<file path="config.mk">
export PLATFORM = sky130hd
export DESIGN_NAME = key_cmd_gen
export DESIGN_NICKNAME = d
export VERILOG_FILES = /design/src/rtl/key_cmd_gen.sv
export SDC_FILE = /design/constraint.sdc
export NUM_CORES = 1
export LEC_CHECK = 0
export ABC_AREA = 1
export BUFFER_PORTS_ARGS = -buffer_cell sky130_fd_sc_hd__buf_2
export CAP_MARGIN = 10
export CORE_MARGIN = 2
export CORE_UTILIZATION = 30
export DETAILED_ROUTE_END_ITERATION = 12
export GPL_TIMING_DRIVEN = 0
export PLACE_DENSITY = 0.41
export SYNTH_ARGS = -nofsm -noshare
export SYNTH_HDL_FRONTEND = slang
export SYNTH_SLANG_ARGS = --single-unit
</file>
<file path="constraint.sdc">
create_clock -name clk -period 2.1 [get_ports clk]
set_input_delay 0.21 -clock clk [delete_from_list [all_inputs] [get_ports clk]]
set_output_delay 0.21 -clock clk [all_outputs]
set_load 0.03 [all_outputs]
</file>
<file path="src/rtl/key_cmd_gen.sv">
// Command generator for the LED pattern FSM: debounces three active-low keys into
// single-cycle in/start/pause strobes, with an optional auto-advance timer and a mode mirror.
module key_cmd_gen #(
    parameter int unsigned DEBOUNCE_CYCLES = 250000,
    parameter int unsigned AUTO_PERIOD     = 50000000,
    parameter int unsigned NUM_MODES       = 4
) (
    input  logic       clk,
    input  logic       reset,
    input  logic [2:0] key_n,
    output logic       in,
    output logic       start,
    output logic       pause,
    output logic       running,
    output logic       auto_en,
    output logic [1:0] mode
);

    localparam int unsigned DebW = (DEBOUNCE_CYCLES > 1) ? $clog2(DEBOUNCE_CYCLES) : 1;
    localparam int unsigned TmrW = $clog2(AUTO_PERIOD);

    localparam logic [DebW-1:0] DebLast  = DebW'(DEBOUNCE_CYCLES - 1);
    localparam logic [TmrW-1:0] TmrLast  = TmrW'(AUTO_PERIOD - 1);
    localparam logic [1:0]      ModeLast = 2'(NUM_MODES - 1);

    typedef enum logic [1:0] {
        StRel,
        StPressChk,
        StHeld,
        StRelChk
    } deb_state_e;

    logic [2:0]      sync1_q;
    logic [2:0]      sync2_q;
    deb_state_e      deb_q [3];
    deb_state_e      deb_d [3];
    logic [DebW-1:0] cnt_q [3];
    logic [DebW-1:0] cnt_d [3];
    logic [2:0]      press_evt;

    logic            in_q, in_d;
    logic            start_q, start_d;
    logic            pause_q, pause_d;
    logic            running_q, running_d;
    logic            auto_q, auto_d;
    logic [TmrW-1:0] tmr_q, tmr_d;
    logic [1:0]      mode_q, mode_d;
    logic            tmr_en;
    logic            tmr_tc;

    // Synchronizers and debounce state; synchronizers reset to the released level.
    always_ff @(posedge clk) begin
        if (reset) begin
            sync1_q <= 3'b111;
            sync2_q <= 3'b111;
            for (int i = 0; i < 3; i++) begin
                deb_q[i] <= StRel;
                cnt_q[i] <= '0;
            end
        end else begin
            sync1_q <= key_n;
            sync2_q <= sync1_q;
            for (int i = 0; i < 3; i++) begin
                deb_q[i] <= deb_d[i];
                cnt_q[i] <= cnt_d[i];
            end
        end
    end

    // A level change is accepted only after DEBOUNCE_CYCLES further agreeing samples.
    always_comb begin
        press_evt = 3'b000;
        for (int i = 0; i < 3; i++) begin
            deb_d[i] = deb_q[i];
            cnt_d[i] = cnt_q[i];
            unique case (deb_q[i])
                StRel: begin
                    if (!sync2_q[i]) begin
                        deb_d[i] = StPressChk;
                        cnt_d[i] = '0;
                    end
                end
                StPressChk: begin
                    if (sync2_q[i]) begin
                        deb_d[i] = StRel;
                        cnt_d[i] = '0;
                    end else if (cnt_q[i] == DebLast) begin
                        deb_d[i]     = StHeld;
                        cnt_d[i]     = '0;
                        press_evt[i] = 1'b1;
                    end else begin
                        cnt_d[i] = cnt_q[i] + 1'b1;
                    end
                end
                StHeld: begin
                    if (sync2_q[i]) begin
                        deb_d[i] = StRelChk;
                        cnt_d[i] = '0;
                    end
                end
                StRelChk: begin
                    if (!sync2_q[i]) begin
                        deb_d[i] = StHeld;
                        cnt_d[i] = '0;
                    end else if (cnt_q[i] == DebLast) begin
                        deb_d[i] = StRel;
                        cnt_d[i] = '0;
                    end else begin
                        cnt_d[i] = cnt_q[i] + 1'b1;
                    end
                end
                default: begin
                    deb_d[i] = StRel;
                    cnt_d[i] = '0;
                end
            endcase
        end
    end

    // Manual next and auto terminal count merge into one strobe; either restarts the timer.
    always_comb begin
        tmr_en    = running_q && auto_q;
        tmr_tc    = tmr_en && (tmr_q == TmrLast);
        in_d      = press_evt[0] | tmr_tc;
        start_d   = press_evt[1] & ~running_q;
        pause_d   = press_evt[1] & running_q;
        running_d = running_q ^ press_evt[1];
        auto_d    = auto_q ^ press_evt[2];
        tmr_d     = tmr_q + 1'b1;
        if (!tmr_en || in_d) begin
            tmr_d = '0;
        end
        mode_d = mode_q;
        if (in_q) begin
            mode_d = (mode_q == ModeLast) ? 2'd0 : mode_q + 2'd1;
        end
    end

    always_ff @(posedge clk) begin
        if (reset) begin
            in_q      <= 1'b0;
            start_q   <= 1'b0;
            pause_q   <= 1'b0;
            running_q <= 1'b0;
            auto_q    <= 1'b0;
            tmr_q     <= '0;
            mode_q    <= 2'd0;
        end else begin
            in_q      <= in_d;
            start_q   <= start_d;
            pause_q   <= pause_d;
            running_q <= running_d;
            auto_q    <= auto_d;
            tmr_q     <= tmr_d;
            mode_q    <= mode_d;
        end
    end

    assign in      = in_q;
    assign start   = start_q;
    assign pause   = pause_q;
    assign running = running_q;
    assign auto_en = auto_q;
    assign mode    = mode_q;

endmodule

</file>
==> results.txt, run 1 <==
- The worst path uses between 80 and 90% of the clock period.
* Routed Antenna Nets: 0
* Standard-cell row count: 49
- After clock tree synthesis, the setup repair step added 0 buffers.
- Data arrives at the worst endpoint at 2.13 ns.
- Type of the worst setup path: reg2reg
- Startpoint of the lowest-slack register-to-register path: cnt_q[0][18]$_SDFFE_PP0P_
* Antenna violations before repair: 0
* Area share of the largest cell type after synthesis: between 30% and 40%
* Sink Count: a little under 100
* Netlist area before placement: 5560 µm²
- Max-cap violations in this run came to 0.
* Final Net Count: approximately 900
- The number of antenna diodes in the final layout is 0.
- Startpoint types: flop
* Mean number of vias per cell: approximately 4.7
- Number of library cell types mapped by synthesis: 38
- TritonCTS clock tree: done
* First element of the critical path: cnt_q[0][18]$_SDFFE_PP0P_
* R2r endpoint: cnt_q[0][23]$_SDFFE_PP0P_
- Average instance area after synthesis: 6.58 µm²
* Root buffer selected by CTS: clkbuf_16
* Total CTS buffers: 9
- Final cell utilization of the core: 34.3%
- Register clock-pin slew on the reported worst setup and hold paths: around 0.07 ns
- Cell count along the critical path: 8
- Highest cell delay on the worst timing path: ~0.39 ns
- Port-buffer cells: 11
* Sequential cell area fraction in the yosys report: 35.7%
- The number of buffers and inverters on the critical path is 0.
- The congestion estimate from routability-driven global placement came to 0.854.
- Core Footprint: roughly 18,000 µm²
- Before antenna repair, the detailed router went through 9 iterations.
- Summed over all instances, the cell type with the most area after synthesis is dfxtp_1.
- Adder-cell share of the synthesized area: under 10%
- For this run, the top clock speed supported by timing is 530 MHz.
* Violated checks: DRC
- Async SR Flop Fraction: 0%
* Required @ worst endpoint: ~2.4 ns
- By area, the combinational part of the netlist is dominated by simple AND/OR/NAND/NOR gates.
- Global routing consumed, over all layers together, between 10% and 20% of the routing resources.
- Fraction of layout instances using a drive strength above 1: 8.61%
- Maximum root-to-sink buffer count: 2
- The final-report max-slew violation count was 0.
* Power density of the placed cells: between 700 and 800 nW/µm²
* Hold Path Class: in2reg
* Die extent in x: 140 µm
* Number of DRC violations after detailed-routing iteration 0: 335
- Most used cells in the layout excluding fill and tap cells: nand2_1 (178), nor2_1 (162), inv_1 (128)
* First-pass GRT wire length: 23.9 mm
* Cell chain of the critical path: ha_1 -> nand3_1 -> nor2_1 -> nand3_1 -> nand2_1 -> nand2_1 -> nand2_2 -> nor2_1
* EDFF count, synth: 0
- Global routing finished with a remaining overflow of 0.
- Detailed placement finished with a half-perimeter wire length of roughly 11 mm.
- Cell count of the worst reg-to-reg path: 8
- Latest clock arrival within the worst-skew pair: around 0.36 ns
* Remaining max-slew budget at the tightest pin: a little over half
* Chip Height: approximately 140 µm
* Worst vdd ir: approximately 0.43 mV
- Area growth from synthesis to layout: 11.5%
* Wire length per cell after detailed routing: 12.7 µm
- Wires add up to 13.9 mm.
- Setup repair after global routing left no endpoint under its margin.
- Entering global routing, the biggest net connects 16 pins.
- Total design power: roughly 4.7 mW
- The cell family contributing the most delay on the critical path is simple AND/OR/NAND/NOR gates.
- For the pin with the worst max-slew slack, the measured transition is 0.682 ns.
- Setup violations remaining at the end of the flow were counted as 0.
- Clock skew: 0.0104 ns
* CP max FO: 9
- After detailed routing, the number of remaining DRC violations is 1.
* Number of warnings reported in the yosys synthesis log: 0
- After layout, the minimum clock period comes to 1.89 ns.
- Compound-Gate Fraction of Synth Area: roughly 5.2%
* Element type at the critical path end: flop
* Worst setup slack for register-to-register paths: 0.21 ns
* Count of H-tree levels built during CTS: 3
- The synthesized design contains 99 register bits.
- The library cell used most frequently in the layout, excluding fill and tap cells, is nand2_1.
* DIE AREA: between 15,000 and 20,000 µm²
- Outcome: finished, violations left
- The count of endpoints failing hold in the final timing report came to 0.
* Hold bufs inserted after CTS: 0
- The most critical setup path has its endpoint at cnt_q[0][23]$_SDFFE_PP0P_.
- Mux contribution to synthesized area: 0%
- For this configuration, the core starts out at a cell density of a little under a third.
* Vias after detailed routing: roughly 5k
- IO Pins: 12
- Filler instances: between 1.5k and 2k
- Critical path's slowest cell: dfxtp_1
- Summed over all cells, the static leakage comes to about 2.4 nW.
* Post-synth net total: 865
- Synth Flop Type: dfxtp_1
* Leading cell types by total area after synthesis: dfxtp_1 (36%), nand2_1 (12%), nor2_1 (11%)
* Share of synthesized cell area in and, or, nand and nor gates: 41.7%
* XOR/XNOR Fraction of Synth Area: about 3.6%
- Post-CTS repair changed the size of 0 cells.
- Vias in the first global route: 4,967
- After technology mapping, the gate count stands at 844.
- In the final timing run, aggregate negative setup slack is 0 ns.
==> how the worst min path moves through the flow <==
stage / startpoint / endpoint / cells after the start
after global placement: key_n[1] / sync1_q[1]$_SDFF_PP1_ / 2
after floorplan: key_n[0] / sync1_q[0]$_SDFF_PP1_ / 1
after detailed placement: key_n[1] / sync1_q[1]$_SDFF_PP1_ / 2
after global routing: key_n[1] / sync1_q[1]$_SDFF_PP1_ / 2
final: key_n[2] / sync1_q[2]$_SDFF_PP1_ / 2
after CTS: key_n[1] / sync1_q[1]$_SDFF_PP1_ / 2
==> sequential cells by signal, summed over array words and instances (netlist names), named ones only <==
name / flops
cnt_q: 54
tmr_q: 26
deb_q: 3
sync1_q: 3
sync2_q: 3
mode: 2
auto_en: 1
in: 1
pause: 1
running: 1
start: 1
==> metrics by stage <==
step | cells | instance area (µm²) | setup WS (ns) | hold slack (ns)
CTS | 1100 | 6190 | 0.138 | 0.0177
global route | 1100 | 6200 | 0.0360 | 0.0242
floorplan | 844 | 5560 | 0.545 | 0.314
global placement | 1084 | 5900 | 0.210 | 0.395
finish | 1100 | 6200 | 0.213 | 0.0340
detailed placement | 1084 | 5900 | 0.169 | 0.400
==> cells by family (layout without fill, tap and decap cells) <==
logic type	after synthesis	after routing
XOR/XNOR	23	23
adder cells (fa/ha/maj)	16	16
AO/OA/AOI/OAI	52	52
AND/OR/NAND/NOR	512	512
flip-flops	99	99
buffers and inverters	142	169
==> synthesized netlist by cell type (3+ instances only) <==
cell type,count
o21bai_1,9
xnor2_1,4
dfxtp_1,99
inv_1,128
o21ai_0,15
xor2_1,19
nor2_1,162
nor3_1,34
nor2_2,6
or2_2,10
ha_1,16
nor4_1,3
clkbuf_1,4
a21oi_1,24
buf_6,3
nand3_1,61
buf_2,3
nand4_1,24
nand3b_1,8
nor2_4,3
nand2_1,178
nand2_2,8
==> power by group <==
part | switching (mW) | total, mW | internal, mW
combinational | 0.689 | 0.978 | 0.289
sequential | 0.0849 | 2.04 | 1.95
clock | 0.758 | 1.66 | 0.903
total | 1.53 | 4.68 | 3.15
==> final cells by class <==
cell class | count | area, µm² | area share, %
multi-input cells | 603 | 3020 | 48.7
inverters | 132 | 498 | 8.04
flip-flops and latches | 99 | 1980 | 32.0
plain buffers | 10 | 63.8 | 1.03
well taps | 229 | 287 | 4.62
repair buffers | 11 | 55.1 | 0.889
clock buffers | 13 | 270 | 4.36
clock inverters | 3 | 21.3 | 0.343
==> per-layer routing <==
metal / wire length (µm) / GRT usage, % / vias up
li1: - / - / 2696
met5: 0 / 0 / -
met2: 6570 / 25.4 / 68
met3: 420 / 3.79 / 13
met1: 6790 / 19.0 / 2344
met4: 159 / 4.20 / 0
Power figures use the tool's default switching activity.
==> run 2, diff against run 1 <==
--- a/config.mk
+++ b/config.mk
@@ -8,7 +8,6 @@
 export ABC_AREA = 1
 export BUFFER_PORTS_ARGS = -buffer_cell sky130_fd_sc_hd__buf_2
 export CAP_MARGIN = 10
-export CORE_MARGIN = 2
 export CORE_UTILIZATION = 30
 export DETAILED_ROUTE_END_ITERATION = 12
 export GPL_TIMING_DRIVEN = 0
==> results.txt, run 2 (synthesis results as in run 1) <==
- The count of buffers from port buffering came to 11 (unchanged).
* Startpoint types: flop
- Maximum root-to-sink buffer count: 2 (unchanged)
* Highest cell delay on the worst timing path: 0.37 ns (-0.02 ns)
- The leakage power figure was 2.35 nW (-0.30%).
- The instance count along the most critical hold path is 2 (unchanged).
- CP max FO: 9 (unchanged)
- The wire length of the first global-routing pass is 23.5 mm (-1.6%).
* Initial Utilization: 30.7% (unchanged)
- Number of iterations in the first detailed-routing pass: 11 (+2)
- Biggest register: cnt_q
- Cell count of the worst reg-to-reg path: 8 (unchanged)
- The count of endpoints failing hold in the final timing report is 0 (unchanged).
* Count of max-cap constraint violations: 0 (unchanged)
- The worst supply voltage drop on vdd was 0.404 mV (-5.8%).
* Register clock-pin slew on the reported worst setup and hold paths: 0.07 ns (about the same)
- Vias in the first global route: 4,903 (-1.3%)
- The library cell used most frequently in the layout, excluding fill and tap cells, is nand2_1.
- Top achievable clock speed: 545 MHz (+2.8%)
- The sequential cell area was 1980 µm² (about the same).
- In this run the most critical hold path is launched from key_n[1].
- The number of DRC markers in iteration 0 is 252 (-25%).
- Final Net Count: 887 (unchanged)
- Wire length per cell after detailed routing: 12.5 µm (-1.3%)
* Met2 routing resource usage after global routing: 26.4% (+1.0 points)
- The area of the multi-input gates is 3020 µm² (+0.17%).
- In this run the worst setup path begins at cnt_q[0][18]$_SDFFE_PP0P_.
- The number of antenna diodes came to 0 (unchanged).
* Violated checks: DRC
- CTS placed an instance of clkbuf_16 at the clock tree root.
* All-layer global routing usage: 15.3% (+0.26 points)
* Total CTS buffers: 9 (unchanged)
* Antenna violations before repair: 0 (unchanged)
- Detailed-route wire length: 13.8 mm (-1.3%)
- Post-route DRC violation count: 2 (+1)
- The cell count after placement was 1,084 (unchanged).
- The arrival time of the worst setup path is 2.07 ns (-0.06 ns).
- The maximum number of pins on one net before global-route repair was 16 (unchanged).
- The top cell types in the final layout, fill and taps aside, are nand2_1 (178), nor2_1 (162), inv_1 (128).
- The worst-case hold slack was 0.0444 ns (+0.0104 ns).
- Hold Path Class: in2reg
* GR Layer Usage met1: 19.2% (+0.15 points)
- Number of endpoints failing setup at the final stage: 0 (unchanged)
- Setup repair after global routing missed its margin: no
* Minimum clock period after layout: 1.84 ns (-0.0513 ns)
* Area growth from synthesis to layout: 11.1%
* DIE AREA: 19,100 µm² (-2.8%)
- TritonCTS clock tree: done
- Registers with the most flip-flops: cnt_q: 54 flops, tmr_q: 26 flops
- Gpl congestion: 0.864 (+1.2%)
- The met3 demand-to-capacity share in global routing is 3.57% (-0.23 points).
- The final-report max-slew violation count is 0 (unchanged).
- The number of nets with antenna violations after routing came to 0 (unchanged).
- Type of the worst setup path: reg2reg
- Critical path's slowest cell: dfxtp_1
- The non-filler instance count after layout was 1,100 (unchanged).
* Element type at the critical path end: flop
- The number of ports placed on the die boundary is 12 (unchanged).
- The flip-flop count of the largest register after layout came to 54 (unchanged).
* Cell chain of the critical path: ha_1 -> nand3_1 -> nor2_1 -> nand3_1 -> nand2_1 -> nand2_1 -> nand2_4 -> nor3_1
- Outcome: finished, violations left
* Sum Neg Setup Slack: 0 ns (unchanged)
- Overall overflow remaining after global route: 0 (unchanged)
* DP Wirelength: 10.4 mm (-1.0%)
- Startpoint of the lowest-slack register-to-register path: cnt_q[0][18]$_SDFFE_PP0P_
- The number of fillers in the final layout was 1,962 (+0.36%).
* Fraction of layout instances using a drive strength above 1: 8.73% (+0.11 points)
- The core region area is 18,100 µm² (unchanged).
* Most crowded layer after global routing: met2
- The number of levels the H-tree was split into came to 3 (unchanged).
* Die extent in x: 138 µm (-1.4%)
- The die height was 138 µm (-1.4%).
- The via density per instance was 4.64 (-0.27%).
* Power density of the placed cells: 741 nW/µm² (-1.8%)
- The required time at the worst-slack endpoint is 2.33 ns (-0.02 ns).
* Vias after detailed routing: 5,107 (-0.27%)
* Part of the cycle the worst path needs: 87.4% (-2.4 points)
- Worst-margin pin slew: 0.747 ns (+0.0652 ns)
- The latest clock arrival within the worst-skew pair came to 0.35 ns (about the same).
- Clock skew: 0.00664 ns (-0.00376 ns)
- The number of clock sinks is 99 (unchanged).
- The count of standard-cell rows came to 49 (unchanged).
- The max-slew headroom at the worst pin came to 50.2% (-4.3 points).
run 2: cell count changes in the layout (fill, tap and decap cells not counted):
cell / before / now
nand2_4: 2 / 3
dfxtp_2: 1 / 2
nand2_2: 8 / 7
clkinv_4: 1 / 0
clkinv_2: 1 / 5
dfxtp_1: 98 / 97
clkbuf_8: 3 / 0
run 2: worst paths after layout:
check / to / slack (ns)
max: cnt_q[0][24]$_SDFFE_PP0P_ / 0.26
min: sync1_q[1]$_SDFF_PP1_ / 0.04
max reg2reg: cnt_q[0][24]$_SDFFE_PP0P_ / 0.26
min reg2reg: sync2_q[0]$_SDFF_PP1_ / 0.41
run 2: metal layers:
metal | routed length, µm | vias to the layer above | share of wire, %
li1 | - | 2700 | -
met4 | 107 | 0 | 0.78
met1 | 6750 | 2330 | 49
met5 | 0 | - | 0
met3 | 425 | 5 | 3.1
met2 | 6480 | 72 | 47
run 2: what timing repair did:
item                       CTS  global route
resized for setup            0             4
setup buffers                0             0
setup endpoints to repair    0             4
hold buffers                 0             0
run 2: critical path: cells and delay by family (launching register included):
family                   cells  cell delay, ns
flip-flops                   1            0.37
AND/OR/NAND/NOR              7            1.10
adder cells (fa/ha/maj)      1            0.23
run 2: per-stage QoR:
step	instance area, µm²	util [%]	setup slack (ns)	power (mW)
final	6170	34.1	0.265	4.58
after detailed placement	5900	32.6	0.173	3.08
after floorplan	5560	-	0.545	2.79
after CTS	6160	34.1	0.134	4.67
after global routing	6170	34.1	0.0331	4.87
after global placement	5900	32.6	0.202	3.06
run 2: final cells by class:
class	instances	share of cell area [%]
multi-input combinational	603	49.0
sequential	99	32.2
inverter	132	8.07
tap	229	4.64
clock buffer	10	3.71
buffer	10	1.03
timing repair buffer	11	0.892
clock inverter	6	0.527
run 2: power breakdown:
part	switching (mW)	internal [mW]	total [mW]
registers	0.0844	1.96	2.04
logic	0.698	0.292	0.990
clock network	0.752	0.795	1.55
==> run 3, diff against run 2 <==
--- a/config.mk
+++ b/config.mk
@@ -5,7 +5,6 @@
 export SDC_FILE = /design/constraint.sdc
 export NUM_CORES = 1
 export LEC_CHECK = 0
-export ABC_AREA = 1
 export BUFFER_PORTS_ARGS = -buffer_cell sky130_fd_sc_hd__buf_2
 export CAP_MARGIN = 10
 export CORE_UTILIZATION = 30
==> results.txt, run 3 <==
- The portion of the post-synthesis area used by sequential elements is 38.9% (+3.2 points).
- Area share of the largest cell type after synthesis: 38.9% (+3.2 points)
- STA classifies the critical path endpoint as a flop.
* Post-synth net total: 637 (-26%)
- The detailed-route via count is 4,473 (-12%).
- Summed over all instances, the cell type with the most area after synthesis is dfxtp_1.
- The synthesized cell area came to 5100 µm² (-8.3%).
- Max FFs per register: 54 (unchanged)
* Detailed-route wire length: 12.8 mm (-7.2%)
- The number of synthesized register bits came to 99 (unchanged).
- The total power draw was 4.74 mW (+3.5%).
- The core region area is 16,600 µm² (-8.3%).
- Most common cell after layout, fill and taps aside: dfxtp_1
- Maximum root-to-sink buffer count: 2 (unchanged)
- The area of the multi-input gates was 3050 µm² (+0.99%).
- The number of remaining DRC errors came to 0 (-2).
- Area growth from synthesis to layout: 15.6%
* Die extent in x: 132 µm (-4.2%)
- Yosys instantiated no cell more often than dfxtp_1.
- Vias in the first global route: 4,288 (-13%)
* Mean number of vias per cell: 5.17 (+11%)
- More flip-flops sit in one register than any other, and that register is cnt_q.
- Hold worst-path end: sync1_q[2]$_SDFF_PP1_
- Cells after synthesis: 616 (-27%)
- Most used cells in the layout excluding fill and tap cells: dfxtp_1 (95), nor2_1 (82), nand2_1 (52)
- The minimum clock period after layout is 2.05 ns (+0.217 ns).
- IO Pins: 12 (unchanged)
- Number of endpoints failing setup at the final stage: 0 (unchanged)
- Wire length per cell after detailed routing: 14.7 µm (+18%)
- For this run, the leading register cell type out of synthesis is dfxtp_1.
- STA classifies the critical path startpoint as a flop.
- Total leakage power: 2.00 nW (-15%)
- Register cell area after layout: 1990 µm² (+0.13%)
* Chip Height: 132 µm (-4.2%)
- The setup clock skew after layout came to 0.00612 ns (-0.000516 ns).
- Setup repair after global routing missed its margin: yes
* Number of iterations in the first detailed-routing pass: 5 (-6)
* TritonCTS clock tree: done
* R2r endpoint: cnt_q[0][5]$_SDFFE_PP0P_
- ANT cells: 0 (unchanged)
- Registers with the most flip-flops: cnt_q: 54 flops, tmr_q: 26 flops
- Type of the worst setup path: reg2reg
* Final-report hold violation count: 0 (unchanged)
* Worst vdd ir: 0.399 mV (-1.4%)
- Part of the cycle the worst path needs: 97.7% (+10 points)
- Remaining max-slew budget at the tightest pin: 51.8% (+1.5 points)
* Register clock-pin slew on the reported worst setup and hold paths: 0.07 ns (about the same)
- The flop-to-flop setup slack came to 0.05 ns (-0.22 ns).
* Antenna violations before repair: 0 (unchanged)
- Total CTS buffers: 9 (unchanged)
- Routed Antenna Nets: 0 (unchanged)
- Sorting the synthesized cells by area gives the leading types as dfxtp_1 (39%), nor2_1 (6.2%), xnor2_1 (4.5%).
* Initial Utilization: 30.7% (about the same)
- Power density of the placed cells: 804 nW/µm² (+8.5%)
- DP Wirelength: 8.82 mm (-15%)
- The area enclosed by the die boundary is 17,500 µm² (-8.2%).
- Number of library cell types mapped by synthesis: 64 (+68%)
- The number of clock sinks came to 99 (unchanged).
- Final Max Slew Viols: 0 (unchanged)
- Standard-cell row count: 47 (-4.1%)
* Overall overflow remaining after global route: 0 (unchanged)
* Startpoint of the lowest-slack register-to-register path: cnt_q[0][6]$_SDFFE_PP0P_
* Hold Path Class: in2reg
* Required @ worst endpoint: 2.34 ns (about the same)
* CP max FO: 8 (-1)
* Top achievable clock speed: 487 MHz (-11%)
- Crit path DAT: 2.29 ns (+0.22 ns)
* Number of instances on the worst hold path: 2 (unchanged)
- The latest clock arrival within the worst-skew pair came to 0.35 ns (about the same).
- Final Net Count: 662 (-25%)
- Post-Place Cell Area: 5420 µm² (-8.1%)
- Number of DRC violations after detailed-routing iteration 0: 309 (+23%)
* Async SR Flop Fraction: 0% (unchanged)
- Outcome: finished clean
- Number of warnings reported in the yosys synthesis log: 0 (unchanged)
* Count of max-cap constraint violations: 0 (unchanged)
* Filler instances: 1,764 (-10%)
- The number of levels the H-tree was split into came to 3 (unchanged).
- Commonest cells in the synthesized netlist: dfxtp_1 (99), nor2_1 (84), nand2_1 (53)
* Average instance area after synthesis: 8.27 µm² (+26%)
- Fraction of layout instances using a drive strength above 1: 12.2% (+3.5 points)
- The global-route usage over all layers came to 15.3% (about the same).
* Cell count of the worst reg-to-reg path: 6 (-2)
- Post-Layout Inst Area: 5890 µm² (-4.6%)
- The count of flip-flops with a built-in enable after synthesis came to 0 (unchanged).
- HP Start: key_n[2]
- Root buffer selected by CTS: clkbuf_16
* Maximum number of pins on one net before global-route repair: 16 (unchanged)
* Port-buffer cells: 10 (-1)
* Worst-margin pin slew: 0.704 ns (-0.0432 ns)
- The wire length of the first global-routing pass was 21.7 mm (-8.0%).
- Sum Neg Setup Slack: 0 ns (unchanged)
- The placer's final routability congestion estimate came to 0.794 (-8.2%).
==> run 3: changes by cell type after synthesis, moves of 17 or more <==
| cell | change |
|---|---|
| xnor2_1 | +22 |
| inv_1 | -113 |
| and3_1 | +18 |
| nand2_1 | -125 |
| nor2_1 | -78 |
| nand3_1 | -17 |
==> run 3: cell type report <==
cell class / instances / area share (%)
Clock buffer: 12 / 4.19
Clock inverter: 4 / 0.829
Multi-Input combinational cell: 478 / 51.8
Timing Repair Buffer: 17 / 1.76
Sequential cell: 99 / 33.7
Buffer: 21 / 2.02
Tap cell: 220 / 4.67
Inverter: 15 / 0.956
==> run 3: cells by family (layout without fill, tap and decap cells) <==
logic type      Yosys count  count (layout)  share of synthesized area [%]
buf+inv                  39              69                           3.07
xor+xnor                 47              47                           8.08
mux                       3               3                          0.589
simple gates            338             338                           35.7
compound gates           74              74                           9.77
flops                    99              99                           38.9
fa+ha+maj                16              16                           3.93
==> run 3: per-layer routing <==
layer	up-vias	routed length, µm	global-route usage, %
met2	86	5780	23.9
li1	2258	-	-
met3	11	596	3.84
met1	2118	6260	20.7
met5	-	0	0
met4	0	133	3.96
==> run 3: worst max-delay path: stages, from the launching register on <==
cell,delay (ns)
dfxtp_2,0.35
or4_4,0.55
nor4_4,0.25
buf_4,0.18
a21oi_4,0.10
and2_4,0.20
a221o_1,0.31
==> run 3: report_power, final <==
group | switching [mW] | internal [mW]
registers | 0.0647 | 1.94
logic | 0.692 | 0.327
clock network | 0.755 | 0.959
total | 1.51 | 3.23
==> run 3: per-stage QoR <==
stage / hold slack [ns] / util, % / setup WS, ns / instances
2_1_floorplan: 0.314 / - / 0.238 / 616
3_3_place_gp: 0.392 / 32.7 / -0.316 / 846
3_5_place_dp: 0.398 / 32.7 / -0.327 / 846
4_1_cts: 0.0228 / 34.9 / 0.00613 / 863
5_1_grt: 0.0303 / 35.5 / -0.0454 / 866
6_report: 0.0315 / 35.5 / 0.0475 / 866
==> run 3: timing repair <==
item	in CTS	in global routing
hold buffers	0	0
pin swaps	2	7
buffers inserted	2	4
resized for setup	14	29
cloned	0	1
setup endpoints to repair	43	54
==> run 3: how the worst max path moves through the flow <==
stage                              startpoint                        end  cells past startpoint
floorplan           cnt_q[0][18]$_SDFFE_PP0P_  cnt_q[0][34]$_SDFFE_PP0P_                      6
global placement    cnt_q[0][36]$_SDFFE_PP0P_  cnt_q[0][51]$_SDFFE_PP0P_                      7
detailed placement  cnt_q[0][36]$_SDFFE_PP0P_  cnt_q[0][41]$_SDFFE_PP0P_                      7
CTS                 cnt_q[0][19]$_SDFFE_PP0P_  cnt_q[0][34]$_SDFFE_PP0P_                      6
global route        cnt_q[0][36]$_SDFFE_PP0P_   deb_q[0][4]$_SDFFE_PP0P_                      6
finish               cnt_q[0][6]$_SDFFE_PP0P_   cnt_q[0][5]$_SDFFE_PP0P_                      6
